$ cat src/rtl/axi_read_data_channel_checked.sv
// axi_read_data_channel_checked: AXI4 R-channel receiver for one outstanding burst.
// Forwards good beats to a FIFO, checks RID/RRESP/RLAST/beat count, drains after errors, times out on stalls.
module axi_read_data_channel_checked #(
    parameter int DATA_WIDTH = 32,
    parameter int ID_WIDTH   = 4,
    parameter int LEN_WIDTH  = 8,
    parameter int TIMEOUT    = 1024
) (
    input  logic                  i_clk,
    input  logic                  i_resetn,
    input  logic                  i_go,
    input  logic [ID_WIDTH-1:0]   i_exp_id,
    input  logic [LEN_WIDTH-1:0]  i_exp_len,
    output logic [DATA_WIDTH-1:0] o_data,
    output logic                  o_data_valid,
    input  logic                  i_fifo_ready,
    output logic                  o_last_transfer,
    output logic [LEN_WIDTH:0]    o_beat_count,
    output logic                  o_done,
    output logic                  o_error,
    output logic [2:0]            o_err_code,
    output logic [ID_WIDTH-1:0]   o_transaction_id,
    input  logic [ID_WIDTH-1:0]   i_rid,
    input  logic [DATA_WIDTH-1:0] i_rdata,
    input  logic [1:0]            i_rresp,
    input  logic                  i_rlast,
    input  logic                  i_rvalid,
    output logic                  o_rready
);
    localparam logic [2:0] S_IDLE   = 3'd0;
    localparam logic [2:0] S_ACTIVE = 3'd1;
    localparam logic [2:0] S_DRAIN  = 3'd2;
    localparam logic [2:0] S_DONE   = 3'd3;
    localparam logic [2:0] S_ERROR  = 3'd4;
    localparam int TW = (TIMEOUT > 1) ? $clog2(TIMEOUT) : 1;

    if (DATA_WIDTH != 32 && DATA_WIDTH != 64 && DATA_WIDTH != 128 &&
        DATA_WIDTH != 256 && DATA_WIDTH != 512) begin : g_bad_width
        $error("axi_read_data_channel_checked: illegal DATA_WIDTH");
    end

    logic [2:0]           r_state;
    logic [ID_WIDTH-1:0]  r_id;
    logic [LEN_WIDTH-1:0] r_len;
    logic [LEN_WIDTH:0]   r_beat_count;
    logic [TW-1:0]        r_timer;
    logic [2:0]           r_err_code;
    logic                 w_active;
    logic                 w_drain;
    logic                 w_hs;
    logic                 w_timeout;
    logic                 w_good;
    logic [2:0]           w_code;

    assign w_active = (r_state == S_ACTIVE);
    assign w_drain  = (r_state == S_DRAIN);
    assign o_rready = w_active ? i_fifo_ready : w_drain;
    assign w_hs     = i_rvalid & o_rready;
    // Timer holds TIMEOUT-1 on the last tolerated stall cycle; the next stall cycle fires.
    assign w_timeout = (TIMEOUT > 0) && !i_rvalid && (r_timer == TW'(TIMEOUT - 1));

    always_comb begin
        w_code = (i_rid != r_id) ? 3'd2 :
                 (i_rresp != 2'b00) ? 3'd1 :
                 (i_rlast && r_beat_count < {1'b0, r_len}) ? 3'd3 :
                 (!i_rlast && r_beat_count == {1'b0, r_len}) ? 3'd4 : 3'd0;
    end

    assign w_good           = w_active & w_hs & (w_code == 3'd0);
    assign o_data           = i_rdata;
    assign o_data_valid     = w_good;
    assign o_last_transfer  = w_good & i_rlast;
    assign o_beat_count     = r_beat_count;
    assign o_done           = (r_state == S_DONE);
    assign o_error          = (r_state == S_ERROR);
    assign o_err_code       = r_err_code;
    assign o_transaction_id = r_id;

    always_ff @(posedge i_clk or negedge i_resetn) begin
        if (!i_resetn)
            r_timer <= '0;
        else
            r_timer <= (!(w_active || w_drain) || w_hs) ? '0 : !i_rvalid ? r_timer + 1'b1 : r_timer;
    end

    always_ff @(posedge i_clk or negedge i_resetn) begin
        if (!i_resetn) begin
            r_state      <= S_IDLE;
            r_id         <= '0;
            r_len        <= '0;
            r_beat_count <= '0;
            r_err_code   <= '0;
        end else begin
            case (r_state)
                S_IDLE: if (i_go) begin
                    r_state      <= S_ACTIVE;
                    r_id         <= i_exp_id;
                    r_len        <= i_exp_len;
                    r_beat_count <= '0;
                    r_err_code   <= '0;
                end
                S_ACTIVE: if (w_hs) begin
                    if (w_code == 3'd0) begin
                        r_beat_count <= r_beat_count + 1'b1;
                        if (i_rlast) r_state <= S_DONE;
                    end else begin
                        r_err_code <= w_code;
                        r_state    <= i_rlast ? S_ERROR : S_DRAIN;
                    end
                end else if (w_timeout) begin
                    r_err_code <= 3'd5;
                    r_state    <= S_ERROR;
                end
                S_DRAIN: if ((w_hs && i_rlast) || w_timeout) r_state <= S_ERROR;
                S_DONE, S_ERROR: if (!i_go) begin
                    r_state    <= S_IDLE;
                    r_id       <= '0;
                    r_err_code <= '0;
                end
                default: r_state <= S_IDLE;
            endcase
        end
    end
endmodule

$ cat config.mk
export PLATFORM = sky130hd
export DESIGN_NAME = axi_read_data_channel_checked
export DESIGN_NICKNAME = d
export VERILOG_FILES = /design/src/rtl/axi_read_data_channel_checked.sv
export SDC_FILE = /design/constraint.sdc
export NUM_CORES = 1
export LEC_CHECK = 0
export BUFFER_PORTS_ARGS = -buffer_cell sky130_fd_sc_hd__buf_2
export CAP_MARGIN = 5
export CORE_UTILIZATION = 48
export DETAILED_ROUTE_END_ITERATION = 10
export HOLD_SLACK_MARGIN = 0.03
export PLACE_DENSITY_LB_ADDON = 0.25
export SLEW_MARGIN = 15
export SYNTH_ARGS = -nofsm -noshare
export SYNTH_HDL_FRONTEND = slang
export SYNTH_SLANG_ARGS = --single-unit
$ cat constraint.sdc
create_clock -name i_clk -period 3.7 [get_ports i_clk]
set_clock_uncertainty 0.1 [all_clocks]
set_input_delay 0.555 -clock i_clk [delete_from_list [all_inputs] [get_ports i_clk]]
set_output_delay 0.555 -clock i_clk [all_outputs]
set_load 0.05 [all_outputs]
---- Word level (Yosys, flattened, before mapping) ----
Index checks and enable logic that the tools add are counted.
storage, ports and cells
  register bits ........................... 37
  input bits .............................. 56
cells by class
  $add $sub $neg .......................... 2
  $lt $le $gt $ge ......................... 1
  equality and inequality tests ........... 16
  mux-type cells .......................... 28
  bitwise operators ....................... 4
  reduce and logical (&&, ||, !) cells .... 22
operators by type and width
  operator                                                          number
  3-bit two-way mux                                                 16
  9-bit two-way mux                                                 3
  10-bit two-way mux                                                2
  9-bit case mux with 2 select lines                                1
  3-bit case mux with 4 select lines                                1
  10-bit by 1-bit adder with 10-bit output (second input constant)  1
  10-bit == test (second input constant)                            1
  5-bit AND reduction                                               2
  9-bit by 1-bit adder with 9-bit output (second input constant)    1
  9-bit by 8-bit == test with 1-bit output                          1
  9-bit by 8-bit < comparator with 1-bit output                     1
  3-bit case mux with 3 select lines                                1
  4-bit two-way mux                                                 2
  2-bit by 1-bit != test with 1-bit output (second input constant)  4
  4-bit case mux with 2 select lines                                1
  3-bit by 2-bit == test with 1-bit output (second input constant)  2
  3-bit zero test                                                   2
  2-bit nonzero test                                                3
  1-bit AND                                                         4
  1-bit logical AND                                                 4
  2-bit != test (second input constant)                             2
  4-bit != test                                                     1
  4-bit != test (second input constant)                             1
  4-bit AND reduction                                               1
  other kinds (11)                                                  15

---- Logic depth before layout (Yosys ltp) ----
Gate-level depths: netlist (run 1).
  word-level depth ........................ 10
  mapped depth ............................ 9
  depth with buffers taken out ............ 8

---- Worst setup path before layout (run 1) ----
Ideal clock, no wire load.
  kind .................................... reg-to-output
  from .................................... register r_beat_count[0] (netlist: o_beat_count[0])
  to ...................................... output port o_last_transfer
  arrival ................................. 3.025 ns
  data required time ...................... 3.045 ns
  path slack .............................. 0.020 ns
  cell stages (with the launch flop) ...... 7
  path buffers ............................ 0
  cells stage by stage .................... dfrtp_1 inv_1 ha_1 nor4b_1 or4b_4 nor2_1 and2_1
on the way
  cells in the longest elaborated chain, start to end .. 9
  elaborated cells on any way between the ends .. 11
ends and longest elaborated chain
  what                                                                                   RTL line  text
  start: declaration                                                                     45        logic [LEN_WIDTH:0] r_beat_count;
  start signal: assignment                                                               104       r_beat_count <= r_beat_count + 1'b1;
  branches (longest 3 deep; another with 9-bit by 8-bit < comparator with 1-bit output)  --
  3-bit two-way mux (*)                                                                  65        (i_rlast && r_beat_count < {1'b0, r_len}) ? 3'd3 :
  3-bit two-way mux (*)                                                                  64        (i_rresp != 2'b00) ? 3'd1 :
  3-bit two-way mux (*)                                                                  63        w_code = (i_rid != r_id) ? 3'd2 :
  3-bit zero test (*)                                                                    69        assign w_good = w_active & w_hs & (w_code == 3'd0);
  1-bit AND (*)                                                                          69
  named net o_data_valid                                                                 15        output logic o_data_valid,
  1-bit AND (*)                                                                          72        assign o_last_transfer = w_good & i_rlast;
  end: declaration                                                                       17        output logic o_last_transfer,
Mark *: on every way through the listed nets, which the timed path passes.

---- Worst setup path in the final report (run 1) ----
  from .................................... register r_state[0]
  to ...................................... output port o_last_transfer
on the way
  cells in the longest elaborated chain, start to end .. 6
  elaborated cells on any way between the ends .. 7
ends and longest elaborated chain
  what                                                                                                         RTL line  text
  start: declaration                                                                                           42        logic [2:0] r_state;
  start signal: assignment                                                                                     108       r_state <= i_rlast ? S_ERROR : S_DRAIN;
  3-bit by 2-bit == test with 1-bit output / 3-bit by 1-bit == test with 1-bit output (equally long branches)  56, 55
  1-bit two-way mux                                                                                            57        assign o_rready = w_active ? i_fifo_ready : w_drain;
  1-bit AND                                                                                                    58        assign w_hs = i_rvalid & o_rready;
  1-bit AND (*) (2 in series)                                                                                  69
  1-bit AND (*)                                                                                                72
Mark *: on every way between the ends. The rest lies on a longest branch, timed or not.

==> results of run 1 <==
per-stage QoR:
stage          setup WS [ps]  instance area [um^2]  instances  utilization (%)  hold slack [ps]
3_5_place_dp           705.8                  2487        354            51.64            369.8
6_report               390.5                  2577        361            53.51            264.7
4_1_cts                373.4                  2577        361            53.51            291.3
3_3_place_gp           737.3                  2487        354            51.64            391.9
5_1_grt                231.1                  2577        361            53.51            329.7
2_1_floorplan          20.25                  2461        285                -            159.4
state kept, by name, indices dropped and copies added (netlist names):
name / cells
r_state: 3
o_transaction_id: 4
o_beat_count: 9
r_timer: 10
o_err_code: 3
r_len: 8
synth_stat cells (2+ instances only):
cell type and count:
buf_4 32, inv_1 11, and3_1 6, a21oi_1 15, o31ai_1 6, o21ai_0 19
clkbuf_1 11, xor2_1 2, ha_1 10, nor2_1 33, nand2_1 20, a21o_1 3
nand3_1 9, o21a_1 2, nor2b_1 2, a22o_1 2, dfrtp_1 37, xnor2_1 11
nand2b_1 4, nor4_1 2, or2_2 2, or4_1 5, nor3_1 6, nand4_1 2
a31oi_1 4, or3_1 4, and2_1 4, nand4b_1 3, nor4b_1 2
worst paths after layout:
| check | start | end | slack [ps] | cells past startpoint |
|---|---|---|---|---|
| max in group asynchronous | i_resetn | o_err_code[1]$_DFFE_PN0P_ | 2700 | 1 |
| min | i_resetn | o_beat_count[8]$_DFFE_PN0P_ | 260 | 1 |
| max reg2reg | r_state[0]$_DFFE_PN0P_ | o_beat_count[5]$_DFFE_PN0P_ | 840 | 6 |
| min reg2reg | o_err_code[1]$_DFFE_PN0P_ | o_err_code[1]$_DFFE_PN0P_ | 380 | 2 |
| min in group i_clk | i_exp_len[3] | r_len[3]$_DFFE_PN0P_ | 360 | 3 |
| max | r_state[0]$_DFFE_PN0P_ | o_last_transfer | 390 | 6 |
cell type report:
type	instances	area, um^2	share of cell area (%)
tap	67	83.83	3.252
clock buffer	6	82.58	3.204
multi-input combinational	193	1201	46.60
inverter	11	41.29	1.602
clock inverter	1	7.507	0.2913
sequential	37	925.9	35.92
timing repair buffer	46	235.2	9.126
worst max-delay path: cells and delay by family, from the launching register on:
kind,cells,cell delay [ps]
DFF,1,500
buffers and inverters,1,250
and+or+nand+nor,5,1610
power by group:
part / switching (W) / internal, W
sequential: 0.0000740 / 0.000500
combinational: 0.000538 / 0.000262
clock: 0.000144 / 0.000147
total: 0.000756 / 0.000910
cell usage in the layout, fill, tap and decap left out, types with 9 or more instances in the layout:
cell	synthesis	routed
nor2_1	33	33
ha_1	10	10
inv_1	11	11
o21ai_0	19	19
buf_2	0	44
nand2_1	20	20
a21oi_1	15	15
xnor2_1	11	11
nand3_1	9	9
dfrtp_1	37	37
metal layers:
layer	vias up	track usage, %
met3	13	6.447
met2	60	31.29
met4	0	6.624
met1	905	27.94
met5	-	0
li1	984	-
cells by family (layout without fill, tap and decap cells):
kind of cell,after synthesis,after routing,share of synthesized area [%]
AO/OA/AOI/OAI,59,59,15.25
XOR/XNOR,13,13,4.626
adder cells (fa/ha/maj),10,10,5.084
buffers and inverters,55,64,13.57
flip-flops,37,37,37.62
multiplexers,2,2,0.8642
AND/OR/NAND/NOR,109,109,22.98
==> metrics, run 1 <==
crit-path cells=or3b_4 -> or2_4 -> or4b_4 -> nor2_1 -> and2_1 -> buf_2; Rel. slew slack=43.67%; vias in the first global route=1793; # rows=25; setup_tns=0 ps; Die H=73.61 um; postcts setup bufs=0; critical path arrival=2650 ps; die width=73.61 um; Congestion Overflow GR=0; CTS H-Tree Depth=2; top-area cell type share of the netlist area=37.62%; I/O Buffers=44; clk_lat worst skew=290 ps; Primary FF master, synth=dfrtp_1; critical path required time=3040 ps; Crit. End Element=primary output; routed vias=1962; post-layout power=0.001666 W; initial antenna violation count=0; Filler Cells Inserted=466; clock slew at reported path FFs=80 ps; antenna cells=0; Post-synth ARST share=100.0%; post-DP HPWL=3700 um; # IOs=109; largest net degree at the start of global routing=38; Max Slew Vio Count=0; Initial Util=51.09%; Synthesized Nets=351; Root Buffer=clkbuf_8; Final #Nets=360; kind of critical path=reg2out; highest fanout seen on the critical path=11; TritonCTS clock tree=yes; CP peak stage delay=560 ps; first-pass GRT wire length=8542 um; post-synthesis sequential area ratio=37.62%; Worst IR Drop VDD=286.9 uV; largest area contributor in the netlist=dfrtp_1; met1 wire length=2510 um; fmax=302.2 MHz; layout cell share with drive strength beyond 1=20.75%; Total GRT Usage=20.61%; status=finished clean; synthesis-to-layout area growth=4.728%; Power Density=646.2 nW/um^2; drt pass-1 iters=4; drt wl/cell=14.33 um; final setup violation count=0; RSZ-0062 raised after global routing=no; CP max-delay cell=or4b_4; wire length on met3=300 um; DR top layer=met4; average cell area after synthesis=8.635 um^2; mapped cell area=2461 um^2; top post-synthesis cells by area=dfrtp_1 38%, buf_4 9.8%, ha_1 5.1%; Worst Tran Pin Value=845.0 ps; final period demand of the worst path=3309 ps; synth warn=0; CTS max path bufs=2; Post-synth EDFFs=0; Cells after Synth=285; post-cts resize count=0; drt total wl=5172 um; Routability Congestion=0.8258; First DRT Iteration DRCs=120; hold_buf cts=0; Synth Register Bits=37; final period utilization=89.44%; Netlist cell types=45; startpoint class of the critical path=register; Hold WC Path Type=in2async; vias per std cell=5.435; # Max-Cap Violations=0; number of remaining DRC errors=0; die area=5418 um^2; Met2 Wirelength=2283 um; core outline area=4817 um^2; Fin. Hold Viols=0; CTS buffer count=5; clock tree sinks=37; Pleak=1.195 nW; antenna viol nets, final=0
(Power assumes the default switching activity.)
==> run 2, diff against run 1 <==
--- a/config.mk
+++ b/config.mk
@@ -6,11 +6,11 @@
 export NUM_CORES = 1
 export LEC_CHECK = 0
 export BUFFER_PORTS_ARGS = -buffer_cell sky130_fd_sc_hd__buf_2
-export CAP_MARGIN = 5
-export CORE_UTILIZATION = 48
+export CORE_UTILIZATION = 43
 export DETAILED_ROUTE_END_ITERATION = 10
 export HOLD_SLACK_MARGIN = 0.03
 export PLACE_DENSITY_LB_ADDON = 0.25
+export RECOVER_POWER = 100
 export SLEW_MARGIN = 15
 export SYNTH_ARGS = -nofsm -noshare
 export SYNTH_HDL_FRONTEND = slang
==> constraint.sdc (replaced) <==
create_clock -name i_clk -period 2.8 [get_ports i_clk]
set_clock_uncertainty 0.1 [all_clocks]
set_input_delay 0.42 -clock i_clk [delete_from_list [all_inputs] [get_ports i_clk]]
set_output_delay 0.42 -clock i_clk [all_outputs]
set_load 0.05 [all_outputs]
==> run 2 against run 1 <==
The run now ends with max-capacitance violations, max-slew violations, negative setup slack left. Via count is 6.0% higher. Routed wire length is 12% higher. Combinational power is 49% higher. Global-route usage is 0.24 points lower. Cell count is 6.6% higher. Worst hold slack worse by 28 ps. Clock-buffer cell count is 2 higher. First-iteration DRC count is 58% higher. Critical path type unchanged. Largest cell class unchanged. Highest routed layer unchanged.
==> metrics, run 2 (synthesis results as in run 1) <==
layout cell share with drive strength beyond 1=22.68% (+1.9 points); placed cell area=2589 um^2 (+4.1%); Worst Tran Pin Value=1991 ps (+1146 ps); crit-path cells=or3b_4 -> or2_4 -> or4b_4 -> nor2_4 -> and2_4 -> buf_8; Final Cell Area=2754 um^2 (+6.8%); antenna viol nets, final=0 (unchanged); kind of critical path=reg2out; First DRT Iteration DRCs=190 (+58%); most frequent cells in the layout=32 x nor2_1, 29 x dfrtp_1, 25 x clkbuf_1; CTS max path bufs=2 (unchanged); final period demand of the worst path=2848 ps; Hold WC Path Type=in2reg; die width=77.66 um (+5.5%); Final #Nets=378 (+5.0%); CP peak stage delay=590 ps (+30 ps); most common cell after layout, fill and taps aside=nor2_1; drt wl/cell=15.02 um (+4.9%); Fin. Hold Viols=0 (unchanged); # rows=27 (+8.0%); highest fanout seen on the critical path=4 (-7); Power Density=840.9 nW/um^2 (+30%); Routability Congestion=0.7735 (-6.3%); Net Switching=0.001061 W (+40%); CP delay by family, top=simple AND/OR/NAND/NOR gates; initial antenna violation count=0 (unchanged); CTS buffer count=5 (unchanged); storage element area=935.9 um^2 (+1.1%); synthesis-to-layout area growth=11.90%; Largest register FFs=10 (unchanged); Reg power frac=31.7% (-2.8 points); area of the multi-input gates=1264 um^2 (+5.2%); critical path required time=2280 ps (-760 ps); drt total wl=5784 um (+12%); # Max-Cap Violations=1 (+1); die area=6030 um^2 (+11%); Total GRT Usage=20.36% (-0.24 points); Filler Cells Inserted=541 (+16%); Die H=77.66 um (+5.5%); largest net degree at the start of global routing=38 (unchanged); setup_tns=-79.63 ps (-79.63 ps); startpoint class of the critical path=register; clk_lat worst skew=290 ps (about the same); sw frac=45.81% (+0.42 points); first-pass GRT wire length=9653 um (+13%); vias in the first global route=2027 (+13%); TritonCTS clock tree=yes; Reg with most FFs=r_timer; status=finished with violations; Max Slew Vio Count=38 (+38); hold_buf cts=0 (unchanged); final period utilization=101.7%; Initial Util=44.69% (-6.4 points); number of remaining DRC errors=0 (unchanged); Congestion Overflow GR=0 (unchanged); Pleak=1.191 nW (-0.31%); fmax=351.1 MHz; setup ws final=-48.07 ps (-438.6 ps); antenna cells=0 (unchanged); critical path arrival=2330 ps (-320 ps); failing checks=max-capacitance violations, max-slew violations, negative setup slack; RSZ-0062 raised after global routing=yes; Crit. End Element=primary output; Root Buffer=clkbuf_8; Clock power frac=17.0% (-0.5 points); vias per std cell=5.400 (-0.64%); post-DP HPWL=4002 um (+8.2%); drt pass-1 iters=4 (unchanged); CP max-delay cell=or4b_4; I/O Buffers=44 (unchanged); CTS H-Tree Depth=2 (unchanged); # IOs=109 (unchanged); clock slew at reported path FFs=80 ps (about the same); worst path bufs/invs=1 (unchanged); core outline area=5507 um^2 (+14%); clock tree sinks=37 (unchanged); Comb power frac=51.2% (+3.2 points); routed vias=2079 (+6.0%); P_int=0.001255 W (+38%); final setup violation count=2 (+2); post-layout util=50.01% (-3.5 points); Worst IR Drop VDD=373.6 uV (+30%); Rel. slew slack=-32.75% (-76 points)
## run 2: cell count changes in the layout (fill, tap and decap cells not counted), sizes merged
| cell | before | now |
|---|---|---|
| buf | 46 | 39 |
| clkinvlp | 1 | 0 |
| clkbuf | 6 | 31 |
| o21ba | 1 | 3 |
## run 2: final cells by class
| class | count | area share, % |
|---|---|---|
| tap | 72 | 3.271 |
| timing repair buffer | 62 | 12.09 |
| multi-input combinational | 195 | 45.89 |
| clock buffer | 8 | 3.271 |
| inverter | 11 | 1.499 |
| sequential | 37 | 33.98 |
## run 2: path summary, 6_finish.rpt
kind / from / end / slack [ps] / cells past startpoint
max in group asynchronous: i_resetn / o_beat_count[3]$_DFFE_PN0P_ / 720 / 1
worst min-delay path: i_exp_len[7] / r_len[7]$_DFFE_PN0P_ / 240 / 3
worst max-delay path: r_state[2]$_DFFE_PN0P_ / o_last_transfer / -50 / 6
worst max register to register: r_state[2]$_DFFE_PN0P_ / o_beat_count[7]$_DFFE_PN0P_ / 0 / 7
worst min register to register: o_err_code[2]$_DFFE_PN0P_ / o_err_code[2]$_DFFE_PN0P_ / 390 / 2
min in group asynchronous: i_resetn / o_err_code[0]$_DFFE_PN0P_ / 580 / 1
## run 2: through the flow
| step | setup WS [ps] | std cells | hold slack, ps | power (W) |
|---|---|---|---|---|
| final | -48.07 | 385 | 237.1 | 0.002316 |
| after global routing | -123.0 | 385 | 244.1 | 0.002507 |
| after CTS | -41.46 | 380 | 167.4 | 0.002299 |
| after detailed placement | 72.22 | 369 | 372.0 | 0.001894 |
| after global placement | 153.3 | 369 | 374.1 | 0.001869 |
| after floorplan | -8.926 | 285 | 24.41 | 0.001717 |
## run 2: repair_timing
action | 4_1_cts | 5_1_grt
hold endpoints to repair | 0 | 0
setup buffers | 3 | 3
resized for setup | 3 | 10
pin swaps | 8 | 7
cloned | 0 | 2
setup endpoints to repair | 2 | 9
## run 2: worst reg2reg max path: cells and delay by family (launching register included)
kind / cells / cell delay (ps)
AO/OA/AOI/OAI: 2 / 370
buffers and inverters: 1 / 150
flip-flops: 1 / 380
AND/OR/NAND/NOR: 4 / 1720
## run 2: power groups by stage
stage	clock [W]	sequential [W]	combinational [W]
2_1_floorplan	0	0.000886	0.000831
3_3_place_gp	0	0.000738	0.00113
3_5_place_dp	0	0.000746	0.00115
4_1_cts	0.000400	0.000735	0.00116
5_1_grt	0.000431	0.000753	0.00132
6_report	0.000394	0.000735	0.00119
## run 2: routing by layer
metal,GRT usage (%),up-vias,part of all wire (%)
met4,5.472,0,0.88
met3,5.765,8,4.9
met1,26.85,998,47
met5,0,-,0
li1,-,1017,-
met2,32.57,56,48
==> run 3, diff against run 2 <==
==> constraint.sdc (replaced) <==
create_clock -name i_clk -period 2.59 [get_ports i_clk]
set_clock_uncertainty 0.1 [all_clocks]
set_input_delay 0.3885 -clock i_clk [delete_from_list [all_inputs] [get_ports i_clk]]
set_output_delay 0.3885 -clock i_clk [all_outputs]
set_load 0.05 [all_outputs]
==> run 3 against run 2 <==
Cell area up 8.4%. Sequential share of layout area down 2.6 points. The run still ends with max-capacitance violations, max-slew violations, negative setup slack left. Clock-buffer cell count down 2. Critical path depth up 4. Worst hold slack worse by 40 ps. Non-clock buffer count up 13. Via count about the same. Combinational power up 23%. Core utilization up 4.2 points. Sequential power up 8.2%. Flip-flop and latch count unchanged. First-iteration DRC count down 47%. Largest power group unchanged.
==> metrics, run 3 (synthesis results as in run 1) <==
status=finished with violations; failing checks=max-capacitance violations, max-slew violations, negative setup slack; CP delay by family, top=compound AO/OA/AOI/OAI gates; TritonCTS clock tree=yes; Power Density=932.4 nW/um^2 (+11%); highest fanout seen on the critical path=7 (+3); I/O Buffers=44 (unchanged); initial antenna violation count=0 (unchanged); wire length on met3=284 um (unchanged); CP max-delay cell=dfrtp_2; Pleak=1.282 nW (+7.6%); pre-CTS WS=-2.240 ps (-74.46 ps); crit-path cells=ha_4 -> nand4b_1 -> or2_2 -> o221a_2 -> buf_4 -> o21ba_4 -> buf_6 -> buf_4 -> o31ai_4 -> a21oi_2; Met2 Wirelength=2911 um (+5.7%); clock tree sinks=37 (unchanged); Reg with most FFs=r_timer; number of remaining DRC errors=0 (unchanged); Die H=77.66 um (unchanged); most common cell after layout, fill and taps aside=nor2_1; antenna viol nets, final=0 (unchanged); Crit. End Element=register; clock slew at reported path FFs=80 ps (about the same); Worst IR Drop VDD=418.6 uV (+12%); routed vias=2081 (+0.096%); startpoint class of the critical path=register; First DRT Iteration DRCs=100 (-47%); first-pass GRT wire length=9798 um (+1.5%); final setup violation count=10 (+8); Worst Tran Pin Value=2056 ps (+64.24 ps); Root Buffer=clkbuf_8; setup ws final=-144.0 ps (-95.93 ps); Max Slew Vio Count=38 (unchanged); Final #Nets=389 (+2.9%); post-DP HPWL=4057 um (+1.4%); synthesis-to-layout area growth=21.30%; final period utilization=105.6%; antenna cells=0 (unchanged); die width=77.66 um (unchanged); CTS max path bufs=2 (unchanged); met1 wire length=2632 um (-2.3%); # IOs=109 (unchanged); fmax=365.8 MHz; CTS H-Tree Depth=2 (unchanged); largest net degree at the start of global routing=38 (unchanged); die area=6030 um^2 (unchanged); critical path required time=2670 ps (+390 ps); Congestion Overflow GR=0 (unchanged); most frequent cells in the layout=31 x nor2_1, 29 x dfrtp_1, 24 x buf_4; vias in the first global route=1984 (-2.1%); layout cell share with drive strength beyond 1=30.56% (+7.9 points); drt wl/cell=14.85 um (-1.2%); kind of critical path=reg2reg; Rel. slew slack=-37.04% (-4.3 points); # Max-Cap Violations=1 (unchanged); Largest register FFs=10 (unchanged); Total GRT Usage=21.12% (+0.76 points); Hold WC Path Type=in2reg; critical path arrival=2810 ps (+480 ps); DR top layer=met4; worst path bufs/invs=3 (+2); core outline area=5507 um^2 (unchanged); # rows=27 (unchanged); post-layout util=54.22% (+4.2 points); RSZ-0062 raised after global routing=yes; setup_tns=-1027 ps (-947.3 ps); Filler Cells Inserted=532 (-1.7%); Initial Util=44.69% (unchanged); Fin. Hold Viols=0 (unchanged); CTS buffer count=5 (unchanged); final period demand of the worst path=2734 ps; Crit path top cell by count=buf_4; clk_lat worst skew=290 ps (about the same); Routability Congestion=0.8156 (+5.4%); drt total wl=5879 um (+1.6%); drt pass-1 iters=4 (unchanged); vias per std cell=5.255 (-2.7%); CP peak stage delay=440 ps (-150 ps)
-- run 3: changes by cell type in the layout (fill, tap and decap cells not counted), sizes merged --
cell,previous run,this run
buf,39,52
bufinv,0,1
clkinvlp,0,1
clkbuf,31,29
o21ba,3,1
-- run 3: cell type report --
cell class / instances / area [um^2] / share of cell area, %
Clock buffer: 6 / 82.58 / 2.766
Sequential cell: 37 / 935.9 / 31.35
Timing Repair Buffer: 75 / 454.2 / 15.21
Inverter: 11 / 41.29 / 1.383
Multi-Input combinational cell: 193 / 1344 / 45.01
Clock inverter: 2 / 37.54 / 1.257
Tap cell: 72 / 90.09 / 3.018
-- run 3: what timing repair did --
action,in CTS,in global routing
gates resized for setup,15,24
pin swaps,7,7
hold buffers,0,0
endpoints found under the setup margin,3,14
buffers inserted,5,1
-- run 3: power breakdown --
group / internal (W) / switching, W
registers: 0.000715 / 0.0000796
logic: 0.000520 / 0.000938
clock network: 0.000313 / 0.000218
total: 0.00155 / 0.00124
-- run 3: final timing paths --
check                                                 start                     endpoint  slack (ps)  cells after the start
worst min register to register    o_err_code[1]$_DFFE_PN0P_    o_err_code[1]$_DFFE_PN0P_         390                      2
worst max-delay path            o_beat_count[7]$_DFFE_PN0P_  o_beat_count[5]$_DFFE_PN0P_        -140                     10
worst min-delay path                           i_exp_len[7]         r_len[7]$_DFFE_PN0P_         200                      3
worst max register to register  o_beat_count[7]$_DFFE_PN0P_  o_beat_count[5]$_DFFE_PN0P_        -140                     10
min in group asynchronous                          i_resetn  o_beat_count[5]$_DFFE_PN0P_         580                      1
max in group asynchronous                          i_resetn  o_beat_count[0]$_DFFE_PN0P_         490                      1
-- run 3: metrics by stage --
step                      power, W  cells  hold WS (ps)  instance area, um^2
after floorplan           0.001858    285        -7.091                 2482
after global placement    0.002090    382         360.8                 2686
after detailed placement  0.002110    382         373.9                 2686
after CTS                 0.002736    395         134.5                 2887
after global routing      0.002975    396         210.2                 2985
final                     0.002784    396         196.6                 2985
-- run 3: routing by layer --
metal | vias to the layer above | global-route usage [%]
met1 | 980 | 28.04
met5 | - | 0
met4 | 0 | 7.358
met3 | 8 | 5.059
li1 | 1035 | -
met2 | 58 | 33.45
-- run 3: worst min-delay path: stages --
cell     delay (ps)
buf_2            70
nand2_1          30
o21ai_0          50
